$ cat config.mk
export PLATFORM = sky130hd
export DESIGN_NAME = bus_owner_arbiter_flat
export DESIGN_NICKNAME = d
export VERILOG_FILES = /design/src/rtl/bus_owner_arbiter_if.sv /design/src/rtl/bus_owner_arbiter.sv /design/src/flat_wrapper.sv
export SDC_FILE = /design/constraint.sdc
export NUM_CORES = 1
export LEC_CHECK = 0
export ABC_AREA = 0
export CELL_PAD_IN_SITES_DETAIL_PLACEMENT = 0
export CELL_PAD_IN_SITES_GLOBAL_PLACEMENT = 1
export CORE_MARGIN = 4
export CORE_UTILIZATION = 26
export DETAILED_ROUTE_END_ITERATION = 12
export GPL_ROUTABILITY_DRIVEN = 0
export HOLD_SLACK_MARGIN = 0.08
export PLACE_DENSITY_LB_ADDON = 0.1
export SETUP_SLACK_MARGIN = 0.05
export SKIP_CTS_REPAIR_TIMING = 1
export SYNTH_ARGS = -nofsm -noshare
export SYNTH_HDL_FRONTEND = slang
export SYNTH_SLANG_ARGS = --single-unit
$ cat constraint.sdc
create_clock -name clk -period 1.9 [get_ports clk]
set_input_delay 0.38 -clock clk [delete_from_list [all_inputs] [get_ports clk]]
set_output_delay 0.38 -clock clk [all_outputs]
set_load 0.01 [all_outputs]
$ cat src/rtl/bus_owner_arbiter_if.sv
// Shared-bus request/drive bundle between the requesters and the bus owner arbiter.
interface bus_owner_arbiter_if #(
    parameter int NREQ  = 4,
    parameter int WIDTH = 16
);
    logic [NREQ-1:0]       req;
    logic [NREQ*WIDTH-1:0] wdata;
    logic                  bus_oe;
    logic [WIDTH-1:0]      bus_out;
    logic [NREQ-1:0]       gnt;
    logic                  busy;

    modport master (output req, output wdata, input bus_oe, input bus_out, input gnt, input busy);
    modport slave  (input req, input wdata, output bus_oe, output bus_out, output gnt, output busy);
endinterface

$ cat src/rtl/bus_owner_arbiter.sv
// Round-robin owner arbiter for a shared tristate bus: hold limit per grant and a
// one-cycle turnaround between owners so two drivers never overlap.
module bus_owner_arbiter #(
    parameter int NREQ     = 4,
    parameter int WIDTH    = 16,
    parameter int MAX_HOLD = 8
) (
    input  logic              clk,
    input  logic              reset,
    bus_owner_arbiter_if.slave bus
);
    localparam int IDXW = (NREQ > 1) ? $clog2(NREQ) : 1;

    typedef enum logic [1:0] {ST_IDLE, ST_OWN, ST_TURN} state_t;

    state_t          r_state, w_state_nxt;
    logic [IDXW-1:0] r_owner, w_owner_nxt;
    logic [IDXW-1:0] r_ptr, w_ptr_nxt;
    logic [7:0]      r_hold_cnt, w_hold_nxt;
    logic [NREQ-1:0] r_gnt, w_gnt_nxt;
    logic [IDXW-1:0] w_win;
    logic            w_any;
    logic            w_release;

    // First requester at or after p, wrapping around.
    function automatic logic [IDXW-1:0] rr_pick(input logic [NREQ-1:0] r, input logic [IDXW-1:0] p);
        logic            found;
        logic [IDXW-1:0] win;
        int              idx;
        found = 1'b0;
        win   = '0;
        for (int k = 0; k < NREQ; k++) begin
            idx = (int'(p) + k) % NREQ;
            if (!found && r[IDXW'(idx)]) begin
                found = 1'b1;
                win   = IDXW'(idx);
            end
        end
        return win;
    endfunction

    assign w_any     = |bus.req;
    assign w_win     = rr_pick(bus.req, r_ptr);
    assign w_release = !bus.req[r_owner] || (r_hold_cnt == 8'(MAX_HOLD));

    always_ff @(posedge clk) begin
        if (reset) begin
            r_state    <= ST_IDLE;
            r_owner    <= '0;
            r_ptr      <= '0;
            r_hold_cnt <= '0;
            r_gnt      <= '0;
        end else begin
            r_state    <= w_state_nxt;
            r_owner    <= w_owner_nxt;
            r_ptr      <= w_ptr_nxt;
            r_hold_cnt <= w_hold_nxt;
            r_gnt      <= w_gnt_nxt;
        end
    end

    always_comb begin
        w_state_nxt = r_state;
        w_owner_nxt = r_owner;
        w_ptr_nxt   = r_ptr;
        w_hold_nxt  = r_hold_cnt;
        w_gnt_nxt   = r_gnt;
        case (r_state)
            ST_IDLE, ST_TURN: begin
                if (w_any) begin
                    w_state_nxt = ST_OWN;
                    w_owner_nxt = w_win;
                    w_hold_nxt  = 8'd1;
                    w_gnt_nxt   = {{(NREQ-1){1'b0}}, 1'b1} << w_win;
                end else begin
                    w_state_nxt = ST_IDLE;
                    w_hold_nxt  = '0;
                    w_gnt_nxt   = '0;
                end
            end
            ST_OWN: begin
                // Non-owner requests are ignored here; only a drop or the hold limit ends the grant.
                if (w_release) begin
                    w_state_nxt = ST_TURN;
                    w_hold_nxt  = '0;
                    w_gnt_nxt   = '0;
                    w_ptr_nxt   = (r_owner == IDXW'(NREQ-1)) ? '0 : r_owner + 1'b1;
                end else begin
                    w_hold_nxt  = r_hold_cnt + 8'd1;
                end
            end
            default: begin
                w_state_nxt = ST_IDLE;
                w_gnt_nxt   = '0;
                w_hold_nxt  = '0;
            end
        endcase
    end

    assign bus.bus_oe  = (r_state == ST_OWN);
    assign bus.bus_out = (r_state == ST_OWN) ? bus.wdata[r_owner*WIDTH +: WIDTH] : '0;
    assign bus.gnt     = r_gnt;
    assign bus.busy    = (r_state != ST_IDLE);
endmodule

$ cat src/flat_wrapper.sv
// flat-port wrapper written by rule: the top's interface ports become plain ports
module bus_owner_arbiter_flat 
#(
    parameter int NREQ     = 4,
    parameter int WIDTH    = 16,
    parameter int MAX_HOLD = 8
)
  (clk, reset, bus_req, bus_wdata, bus_bus_oe, bus_bus_out, bus_gnt, bus_busy);
  bus_owner_arbiter_if #(.NREQ(NREQ), .WIDTH(WIDTH)) bus_i ();
  input  logic clk;
  input  logic reset;
  input wire logic [$bits(bus_i.req)-1:0] bus_req;
  input wire logic [$bits(bus_i.wdata)-1:0] bus_wdata;
  output wire logic [$bits(bus_i.bus_oe)-1:0] bus_bus_oe;
  output wire logic [$bits(bus_i.bus_out)-1:0] bus_bus_out;
  output wire logic [$bits(bus_i.gnt)-1:0] bus_gnt;
  output wire logic [$bits(bus_i.busy)-1:0] bus_busy;
  assign bus_i.req = bus_req;
  assign bus_i.wdata = bus_wdata;
  assign bus_bus_oe = bus_i.bus_oe;
  assign bus_bus_out = bus_i.bus_out;
  assign bus_gnt = bus_i.gnt;
  assign bus_busy = bus_i.busy;
  bus_owner_arbiter #(.NREQ(NREQ), .WIDTH(WIDTH), .MAX_HOLD(MAX_HOLD)) u_core (.clk(clk), .reset(reset), .bus(bus_i));
endmodule
==> summary by stage, run 1 <==
Yosys
By area, the combinational part of the netlist is dominated by multiplexers. The number of standard cells after synthesis is between 100 and 150. Of the post-synthesis cell area, the part taken by muxes is 29.2%.

The count of distinct cell types in the synthesized netlist is 40. After synthesis the cells add up to 1400 sq um. The synthesized netlist devotes 2.68% of its cell area to adder and majority cells. The most used flip-flop cell after synthesis is sky130_fd_sc_hd__dfxtp_1. The xor and xnor fraction of the mapped netlist area is around 3.8%. The count of warnings emitted by yosys is 0.

Summing the areas of all compound-gate instances in the mapped netlist gives about 10% of the synthesized area. When the netlist entered floorplanning its net count stood at 205. Of the synthesized area, sequential elements account for 25.7%. The total of flip-flops plus latches after synthesis is 18. The number of enable flip-flop cells after synthesis is 0. The simple-gate area share of the yosys netlist is 24.6%.

The synthesized area per cell is about 11 sq um. The async set-reset flop share out of synthesis is 0%.

Timing
On the final layout, the worst clock skew is 0.00282 ns. Setup repair after global routing could not meet its margin everywhere. The number of hold violations in the final report is 0. The worst path setup slack after routing is -0.0422 ns. Setup violations remaining at the end of the flow were counted as 15. For the pin with the worst max-slew slack, the measured transition is about 0.34 ns.

The final number of max-transition violations came to 0. The highest clock frequency the design can meet is 0.515 GHz. The final critical-path required period is 1.94 ns.

The relative slew slack is 77.2%. The final total negative setup slack is -0.309 ns. The final clock period utilization by the worst path is 102%. The worst-case hold slack is 0.475 ns.

Setup path
The critical path capture point type is an output pin. The worst setup path is launched from a flop. For the worst setup path, the data required time is about 1.5 ns. The critical path start-end classification is reg -> out. Setup slack on the worst reg-to-reg path comes out at 0.25 ns. Of all nets on the critical path, the largest fanout is 6. STA puts the critical path data arrival time at 1.56 ns.

Cells and area
Once layout is complete, the utilization of the core stands at 50.0%. The fraction of final layout cells with drive strength greater than 1 is 31.2%. The number of antenna diodes in the final layout is 0. The library cell used most frequently in the layout, excluding fill and tap cells, is sky130_fd_sc_hd__clkdlybuf4s50_1. The area of all placed cells without fillers is 2590 sq um. Leaving out fill and tap cells, the most frequent cells in the layout are sky130_fd_sc_hd__clkdlybuf4s50_1, sky130_fd_sc_hd__mux4_2, sky130_fd_sc_hd__dfxtp_1, sky130_fd_sc_hd__buf_6, sky130_fd_sc_hd__buf_4. The count of cells in the finished layout, fillers not included, comes to ~300. After the last flow step, the layout net total stands at 312. The area overhead of the layout relative to synthesis is 84.7%.

Outcome
The flow ran to the end, but the final reports show violations. The final reports fail on setup timing.

Detailed routing
The met2 wire length is 2350 um. The detailed-route vias per instance is 4.73. Signal routing reaches up to met4. The total via count after detailed routing is 1,451. For this block, the routed nets add up to about 4700 um of wire. In the routed design, unresolved DRC markers number 0. The number of iterations in the first detailed-routing pass is 4. The detailed-routing wirelength on met1 is about 1900 um. The detailed route wirelength on metal3 is 362 um.

The routed wire length per instance is 15.2 um. The count of nets left with antenna violations once routing finished came out at 0. For this block, the initial DRC count from the detailed router was 24.

Placed design
The total instance count after detailed placement is 300. The placed cell area is around 2500 sq um. Buffers placed on the I/O ports in this run total 91. Timing analysis after detailed placement gives a worst setup slack of -0.442 ns. The detailed placer's ending HPWL is 3690 um.

Power
Internal power comes to about 910 uW. Of the total power, combinational logic draws 45.4%. Net switching is 25.9% of the power.

The part of the total power dissipated in the clock network is 21.0%. The power per unit of standard cell area is about 480 nW/um^2. The maximum VDD drop is between 0.3 and 0.4 mV. In this run the static leakage power is 1.04 nW.

The design draws 1.23 mW. The net load switching power is ~320 uW. The sequential group share of total power is 33.6%.

Floorplanning
The number of I/O pins is 92. The overall die area is 6630 sq um. The floorplan step set the die width to 81.4 um. The floorplan step defined a core boundary enclosing 5170 sq um. The number of standard-cell rows in the floorplan is 26. The starting density of the core is 27.1%. The die is just over 80 um tall.

Flow run
The total of max-cap violations is 0.

CTS
The clock tree root buffer cell is sky130_fd_sc_hd__clkbuf_8. The clock-pin slew on the worst setup and hold paths is about 0.070 ns. In this run the deepest clock path goes through 2 buffers. In this run the number of H-tree levels came out at 1. At the later pin of the worst-skew pair, clock insertion delay measures 0.25 ns. The clock buffer count from CTS is 3.

TritonCTS built the clock tree. Counting every sink on the clock net gives 18.

Global routing
The first global-routing pass estimated 6620 um of wire. The initial antenna violation count was 0. The global-route usage over all layers is 12.5%. Entering global routing, the biggest net connects 17 pins.

Summed over all layers, the global routing overflow is 0. The number of global-route vias before repair is around 1,400.

Worst hold path
The path category of the worst min-delay check is reg -> reg.
worst paths after layout:
check                                                     from                        endpoint  cells past startpoint
worst max-delay path            u_core.r_owner[0]$_SDFFE_PP0P_                  bus_bus_out[8]                      4
worst min-delay path            u_core.bus.gnt[0]$_SDFFE_PP0P_  u_core.bus.gnt[0]$_SDFFE_PP0P_                      1
worst max register to register  u_core.r_owner[0]$_SDFFE_PP0P_  u_core.bus.gnt[3]$_SDFFE_PP0P_                      5
worst min register to register  u_core.bus.gnt[0]$_SDFFE_PP0P_  u_core.bus.gnt[0]$_SDFFE_PP0P_                      1
Yosys cell counts, types with 2 or more instances:
library cell                number  area (sq um)
sky130_fd_sc_hd__a21oi_1         4          20.0
sky130_fd_sc_hd__a22o_1          2          17.5
sky130_fd_sc_hd__and2_1         17           106
sky130_fd_sc_hd__and3_1          4          25.0
sky130_fd_sc_hd__buf_2           3          15.0
sky130_fd_sc_hd__clkbuf_1        2          7.51
sky130_fd_sc_hd__dfxtp_1        18           360
sky130_fd_sc_hd__ha_1            3          37.5
sky130_fd_sc_hd__inv_1           4          15.0
sky130_fd_sc_hd__mux4_1          7           184
sky130_fd_sc_hd__mux4_2         10           225
sky130_fd_sc_hd__nand2_1         6          22.5
sky130_fd_sc_hd__nand3_1         5          25.0
sky130_fd_sc_hd__nor2_1         10          37.5
sky130_fd_sc_hd__nor2b_1         4          25.0
sky130_fd_sc_hd__nor4_1          2          12.5
sky130_fd_sc_hd__o21ai_0         3          15.0
sky130_fd_sc_hd__o2bb2ai_1       2          17.5
sky130_fd_sc_hd__xor2_1          5          43.8
power by group through the flow:
stage | Sequential [mW] | Clock (mW) | Combinational [mW]
2_1_floorplan | 0.419 | 0 | 0.219
3_3_place_gp | 0.420 | 0 | 0.508
3_5_place_dp | 0.420 | 0 | 0.517
4_1_cts | 0.412 | 0.265 | 0.520
5_1_grt | 0.417 | 0.284 | 0.602
6_report | 0.415 | 0.259 | 0.560
critical path, stage by stage (launching register included):
cell and delay (ns):
sky130_fd_sc_hd__dfxtp_4 0.39, sky130_fd_sc_hd__clkbuf_16 0.16, sky130_fd_sc_hd__mux4_2 0.49, sky130_fd_sc_hd__and2_4 0.16, sky130_fd_sc_hd__buf_6 0.11
area by class of cell:
class | instances | area [sq um]
flip-flops and latches | 18 | 364
inverters | 4 | 15.0
well taps | 70 | 87.6
clock buffers | 3 | 41.3
fillers | 475 | 2580
multi-input cells | 103 | 991
repair buffers | 109 | 1090
registers in the layout, summed over array words and instances (netlist names):
register	cells
u_core.r_hold_cnt	8
u_core.bus.gnt	4
u_core.r_owner	2
u_core.r_ptr	2
u_core.r_state	2
logic make-up (layout without fill, tap and decap cells):
logic type / count (synthesis) / count (layout)
AO/OA/AOI/OAI: 19 / 19
adder cells (fa/ha/maj): 3 / 3
buffers and inverters: 11 / 116
XOR/XNOR: 6 / 6
flip-flops: 18 / 18
multiplexers: 17 / 17
AND/OR/NAND/NOR: 58 / 58
routing by layer:
layer / vias up / GRT usage, %
li1: 702 / -
met1: 698 / 14.8
met2: 49 / 23.3
met3: 2 / 2.30
met4: 0 / 2.70
met5: - / 0
Power figures use the tool's default switching activity.
==> inputs of run 2 (changes only) <==
==> constraint.sdc (replaced) <==
create_clock -name clk -period 1.9 [get_ports clk]
set_input_delay 0.38 -clock clk [delete_from_list [all_inputs] [get_ports clk]]
set_output_delay 0.38 -clock clk [all_outputs]
set_load 0.05 [all_outputs]
==> summary by stage, run 2 (synthesized netlist as in run 1, its figures left out) <==
Global routing
The global-route usage over all layers is 12.6% (+0.081 points). The initial antenna violation count is 0 (unchanged). The sum of overflow across all layers after global routing came to 0 (unchanged).

The global-route wire length before repair is 6690 um (+1.1%). The number of global-route vias before repair is 1,440 (+0.28%). The maximum number of pins on one net before global-route repair was 18 (+1).

Power
The static leakage came to 1.03 nW (-1.3%). The maximum VDD drop is 0.365 mV (-1.3%). The power per unit of standard cell area came to 549 nW/um^2 (+15%).

Timing
The final critical-path required period is 1.99 ns (+0.0522 ns). The final clock period utilization by the worst path was 105% (+2.7 points). The relative slew slack is 77.2% (about the same).

The final number of max-transition violations is 0 (unchanged). The highest clock frequency the design can meet is 0.501 GHz (-2.6%). The setup clock skew after layout is 0.000934 ns (-0.00188 ns). The number of hold violations in the final report was 0 (unchanged). The worst path setup slack after routing came to -0.0945 ns (-0.0522 ns). Setup repair after global routing could not meet its margin everywhere. The transition time of the tightest slew-check pin is 0.338 ns (-0.000451 ns).

The number of failing setup endpoints in the final timing report is 16 (+1).

Detailed routing
The total via count after detailed routing is 1,400 (-3.5%). The detailed-route DRC error count is 0 (unchanged). The detailed-route vias per instance was 4.62 (-2.2%).

The remaining antenna violation count after routing is 0 (unchanged). The total length of routed wires is 4610 um (-1.0%). The number of iterations in the first detailed-routing pass was 4 (unchanged).

The routed wire length per instance is 15.2 um (+0.30%). The initial DRC count was 37 (+54%).

Floorplanning
The starting density of the core is 27.1% (unchanged). The chip width came to 81.4 um (unchanged). The die boundary height is 81.4 um (unchanged). The number of standard-cell rows in the floorplan was 26 (unchanged). The number of I/O pins is 92 (unchanged).

The area of the core was 5170 sq um (unchanged). The overall die area came to 6630 sq um (unchanged).

CTS
The maximum buffer depth of the clock tree came to 2 (unchanged). The depth of the CTS H-tree came to 1 (unchanged). The clock tree root buffer cell is sky130_fd_sc_hd__clkbuf_8.

The clock sink count was 18 (unchanged). The clock buffer count from CTS came to 3 (unchanged). The clock-pin slew on the worst setup and hold paths came to 0.07 ns (about the same).

The CTS tree is yes. The worst-skew pair later-pin latency is 0.25 ns (about the same).

Cells and area
The area used by sequential logic in the layout was 364 sq um (unchanged). The register name with the most flops is u_core.r_hold_cnt. The layout filler cell count was 460 (-3.2%). The flip-flop count of the largest register after layout came to 8 (unchanged). Leaving out fill and tap cells, the most frequent cell in the layout is sky130_fd_sc_hd__clkdlybuf4s50_1.

The area of all placed cells without fillers is 2600 sq um (+0.48%). The multi-input gate area in the final layout is 1000 sq um (+1.3%). The count of nets after finishing is 307 (-1.6%). The post-route core utilization was 50.3% (+0.24 points). The fraction of final layout cells with drive strength greater than 1 is 34.8% (+3.5 points). The number of diodes is 0 (unchanged).

The library cells used most frequently in the layout, excluding fill and tap cells, are sky130_fd_sc_hd__clkdlybuf4s50_1, sky130_fd_sc_hd__mux4_2, sky130_fd_sc_hd__dfxtp_1, sky130_fd_sc_hd__and2_4, sky130_fd_sc_hd__buf_4. The area overhead of the layout relative to synthesis is 85.6%.

Setup path
The number of buffers and inverters on the critical path came to 2 (unchanged). The cell family contributing the most delay on the critical path is multiplexers. The number of cells traversed by the worst register-to-register path is 5 (unchanged). The destination of the worst register-to-register timing path is u_core.bus.gnt[1]$_SDFFE_PP0P_. The cell with the largest stage delay on the worst path is sky130_fd_sc_hd__mux4_2. The reg-to-reg startpoint is u_core.r_owner[0]$_SDFFE_PP0P_. The worst stage delay on the critical path is 0.50 ns (about the same). The endpoint required time on the critical path is 1.52 ns (about the same). The critical path capture point type is an output pin. The startpoint type of the worst setup path is a flop.

The setup slack of the worst register-to-register path is 0.26 ns (about the same). The largest fanout of any net on the critical path is 8 (+2). The critical path arrival is 1.61 ns (+0.05 ns).

The critical path start-end classification is reg -> out. The critical path goes through clkbuf_16, mux4_2, and2_4, buf_6.

Worst hold path
The path with the worst hold slack has its endpoint at u_core.bus.gnt[2]$_SDFFE_PP0P_. The hold-critical path depth is 1 (unchanged). The tightest min-delay check is of the reg -> reg type.

The startpoint of the worst hold path is u_core.bus.gnt[2]$_SDFFE_PP0P_.

Placed design
The detailed placer's ending HPWL is 3690 um (about the same). The post-placement worst setup slack is -0.131 ns (+0.311 ns). The placed cell area is 2450 sq um (-1.5%).

The number of buffers added on ports came to 91 (unchanged).

Outcome
The final reports fail on setup timing. The flow ran to the end, but the final reports show violations.

Flow run
The total of max-cap violations came to 0 (unchanged).
## run 2: per-stage QoR
stage	TNS [ns]	power [mW]	instances	hold WS [ns]
final	-1.08	1.43	303	0.479
after global placement	-1.76	1.06	298	0.448
after floorplan	0	0.787	132	0.472
after global routing	-1.95	1.50	303	0.493
after CTS	-3.15	1.38	302	0.485
after detailed placement	-2.65	1.07	298	0.466
## run 2: how the worst max path moves through the flow
stage                                         from                        endpoint  slack [ns]  cells after the start
global placement                     bus_wdata[31]                 bus_bus_out[15]        -0.1                      4
global route        u_core.r_owner[0]$_SDFFE_PP0P_                  bus_bus_out[9]       -0.15                      4
detailed placement                      bus_req[2]  u_core.bus.gnt[0]$_SDFFE_PP0P_       -0.13                      6
finish              u_core.r_owner[0]$_SDFFE_PP0P_                  bus_bus_out[9]       -0.09                      4
CTS                 u_core.r_owner[0]$_SDFFE_PP0P_                  bus_bus_out[4]       -0.23                      4
floorplan           u_core.r_owner[0]$_SDFFE_PP0P_                 bus_bus_out[14]        0.05                      4
## run 2: report_power, final
group	switching, mW	internal [mW]	leakage [nW]	total (mW)
registers	0.0194	0.396	0.147	0.415
clock network	0.125	0.184	0.0288	0.309
logic	0.314	0.391	0.852	0.705
## run 2: final cells by class
type	instances	area share (%)
clock buffers	4	2.12
inverters	4	0.577
multi-input cells	103	38.6
flip-flops and latches	18	14.0
well taps	70	3.37
repair buffers	104	41.4
## run 2: metal layers
metal / track usage (%) / part of all wire, % / vias to the layer above
li1: - / - / 698
met1: 15.4 / 40 / 655
met2: 23.5 / 52 / 47
met3: 1.86 / 8.0 / 0
met4: 2.03 / 0 / 0
met5: 0 / 0 / -
==> inputs of run 3 (changes only) <==
--- a/config.mk
+++ b/config.mk
@@ -6,14 +6,12 @@
 export NUM_CORES = 1
 export LEC_CHECK = 0
 export ABC_AREA = 0
-export CELL_PAD_IN_SITES_DETAIL_PLACEMENT = 0
-export CELL_PAD_IN_SITES_GLOBAL_PLACEMENT = 1
 export CORE_MARGIN = 4
-export CORE_UTILIZATION = 26
+export CORE_UTILIZATION = 36
 export DETAILED_ROUTE_END_ITERATION = 12
 export GPL_ROUTABILITY_DRIVEN = 0
 export HOLD_SLACK_MARGIN = 0.08
-export PLACE_DENSITY_LB_ADDON = 0.1
+export PLACE_DENSITY = 0.8
 export SETUP_SLACK_MARGIN = 0.05
 export SKIP_CTS_REPAIR_TIMING = 1
 export SYNTH_ARGS = -nofsm -noshare
==> summary by stage, run 3 (synthesized netlist as in run 1, its figures left out) <==
CTS
The cell sitting at the root of the clock tree is a sky130_fd_sc_hd__clkbuf_8. The clock buffer count from CTS is 3 (unchanged). The maximum buffer depth of the clock tree came to 2 (unchanged).

The clock-pin slew on the worst setup and hold paths came to 0.07 ns (about the same). The depth of the CTS H-tree is 1 (unchanged). The clock sink count is 18 (unchanged). The worst-skew pair later-pin latency came to 0.25 ns (about the same). The CTS tree is yes.

Cells and area
The layout filler cell count is 297 (-35%). The number of diodes was 0 (unchanged). In the layout the commonest cells are sky130_fd_sc_hd__clkdlybuf4s50_1, sky130_fd_sc_hd__mux4_2, sky130_fd_sc_hd__dfxtp_1, sky130_fd_sc_hd__and2_4, sky130_fd_sc_hd__buf_4. The count of nets after finishing is 310 (+0.98%). The flip-flop count of the largest register after layout is 8 (unchanged). The post-layout instance count excluding filler cells was 283 (-6.6%). The fraction of final layout cells with drive strength greater than 1 was 33.2% (-1.6 points). From synthesis to final layout, the design area changed by 85.9%. Leaving out fill and tap cells, the most frequent cell in the layout is sky130_fd_sc_hd__clkdlybuf4s50_1.

The register name with the most flops is u_core.r_hold_cnt.

Power
The static leakage was 1.03 nW (+0.23%). The part of the total power dissipated in the clock network came to 18.6% (-3.0 points). The power per unit of standard cell area was 536 nW/um^2 (-2.5%). The internal cell power was 941 uW (-3.0%). The sequential group share of total power is 29.6% (+0.6 points). The net load switching power is 455 uW (-0.75%).

The fraction of power consumed by combinational cells came to 51.8% (+2.5 points). The switching share of power is 32.6% (+0.51 points). The maximum VDD drop is 0.536 mV (+47%).

Global routing
The sum of overflow across all layers after global routing came to 0 (unchanged). The global-route usage over all layers is 17.1% (+4.5 points). The global-route wire length before repair is 6840 um (+2.3%). The initial antenna violation count is 0 (unchanged). The number of global-route vias before repair is 1,408 (-2.2%).

The maximum number of pins on one net before global-route repair came to 21 (+3).

Timing
The setup clock skew after layout is 0.00324 ns (+0.00230 ns). The final clock period utilization by the worst path came to 105% (+0.18 points). The final total negative setup slack is -1.05 ns (+0.0349 ns). The final number of max-transition violations is 0 (unchanged). The highest clock frequency the design can meet is 0.501 GHz (-0.17%). The number of failing setup endpoints in the final timing report was 16 (unchanged). The transition time of the tightest slew-check pin came to 0.503 ns (+0.164 ns).

The relative slew slack is 66.4% (-11 points). The worst path setup slack after routing is -0.0980 ns (-0.00348 ns). The number of hold violations in the final report came to 0 (unchanged).

Setup repair after global routing could not meet its margin everywhere. The final critical-path required period is 2.00 ns (+0.00348 ns).

Worst hold path
The path category of the worst min-delay check is reg -> reg. The worst hold path begins at u_core.bus.gnt[0]$_SDFFE_PP0P_. The hold-critical path depth is 1 (unchanged). The endpoint of the worst hold-timing path is u_core.bus.gnt[0]$_SDFFE_PP0P_.

Setup path
The critical path goes through clkdlybuf4s50_1, mux4_2, and2_4, buf_6. The critical path capture point type is an output pin. Grouping stages by cell kind, the critical path spends the most delay in buffers and inverters. The number of buffers and inverters on the critical path was 2 (unchanged). The critical path start-end classification is in -> out. The critical path arrival is 1.62 ns (about the same). The setup slack of the worst register-to-register path is 0.07 ns (-0.19 ns).

The startpoint type of the worst setup path is a primary input. The number of cells traversed by the worst register-to-register path was 7 (+2). The startpoint identified for the worst register-to-register timing path is u_core.r_owner[0]$_SDFFE_PP0P_. The worst stage delay on the critical path is 0.49 ns (about the same). The endpoint identified for the worst register-to-register timing path is u_core.bus.gnt[1]$_SDFFE_PP0P_.

The endpoint required time on the critical path was 1.52 ns (about the same). The largest fanout of any net on the critical path was 1 (-7). The cell with the largest stage delay on the worst path is sky130_fd_sc_hd__mux4_2.

Floorplanning
The number of I/O pins is 92 (unchanged). The overall die area is 4950 sq um (-25%). The chip width is 70.4 um (-14%).

The area of the core was 3720 sq um (-28%). The number of standard-cell rows in the floorplan is 22 (-15%). The starting density of the core came to 37.7% (+11 points). The die boundary height is 70.4 um (-14%).

Detailed routing
The initial DRC count is 16 (-57%). The routed wire length per instance is 15.4 um (+1.4%). The total length of routed wires is 4370 um (-5.2%).

The number of iterations in the first detailed-routing pass is 4 (unchanged). The detailed-route vias per instance is 5.07 (+9.7%). The total via count after detailed routing is 1,435 (+2.5%). The remaining antenna violation count after routing is 0 (unchanged).

The detailed-route DRC error count is 0 (unchanged).

Placed design
The number of buffers added on ports is 91 (unchanged). The total instance count after detailed placement was 277 (-7.0%). The detailed placer's ending HPWL is 3450 um (-6.5%). The post-placement worst setup slack is -0.167 ns (-0.0366 ns).

Outcome
The final reports fail on setup timing. The flow ran to the end, but the final reports show violations.

Flow run
The total of max-cap violations was 0 (unchanged).
==> run 3: changes by cell type in the layout (fill, tap and decap cells not counted), sizes merged <==
cell,previous run,this run
clkdlybuf4s50,69,73
buf,34,33
clkbuf,5,4
==> run 3: area by class of cell <==
| class | instances | area, sq um | area share (%) |
|---|---|---|---|
| tap | 48 | 60.1 | 2.31 |
| multi-input combinational | 103 | 1010 | 38.8 |
| sequential | 18 | 364 | 14.0 |
| inverter | 4 | 15.0 | 0.576 |
| clock buffer | 3 | 41.3 | 1.59 |
| timing repair buffer | 107 | 1110 | 42.8 |
==> run 3: through the flow <==
stage                     hold WS (ns)  util [%]  power [mW]  area (sq um)
after floorplan                  0.472         -       0.787          1430
after global placement           0.456      65.4        1.06          2430
after detailed placement         0.453      65.4        1.07          2430
after CTS                        0.475      66.5        1.32          2470
after global routing             0.488      70.1        1.46          2610
final                            0.465      70.1        1.40          2610
==> run 3: worst max-delay path by stage <==
stage | endpoint | start | cells after the start | slack (ns)
floorplan | bus_bus_out[14] | u_core.r_owner[0]$_SDFFE_PP0P_ | 4 | 0.05
global placement | u_core.bus.gnt[0]$_SDFFE_PP0P_ | bus_req[2] | 6 | -0.09
detailed placement | bus_bus_out[0] | bus_wdata[16] | 4 | -0.17
CTS | bus_bus_out[14] | u_core.r_owner[0]$_SDFFE_PP0P_ | 4 | -0.22
global route | bus_bus_out[9] | u_core.r_owner[0]$_SDFFE_PP0P_ | 4 | -0.15
finish | bus_bus_out[0] | bus_wdata[48] | 4 | -0.1
==> run 3: power groups by stage <==
| stage | logic (mW) | clock network (mW) | registers, mW |
|---|---|---|---|
| after CTS | 0.650 | 0.264 | 0.410 |
| final | 0.723 | 0.260 | 0.413 |
| after global routing | 0.766 | 0.283 | 0.416 |
| after detailed placement | 0.648 | 0 | 0.419 |
| after global placement | 0.639 | 0 | 0.418 |
| after floorplan | 0.351 | 0 | 0.436 |
==> run 3: routing by layer <==
| metal | part of all wire (%) | global-route usage, % |
|---|---|---|
| met5 | 0 | 0 |
| met2 | 53 | 32.8 |
| met3 | 6.1 | 4.32 |
| met4 | 0.78 | 1.28 |
| met1 | 40 | 19.4 |
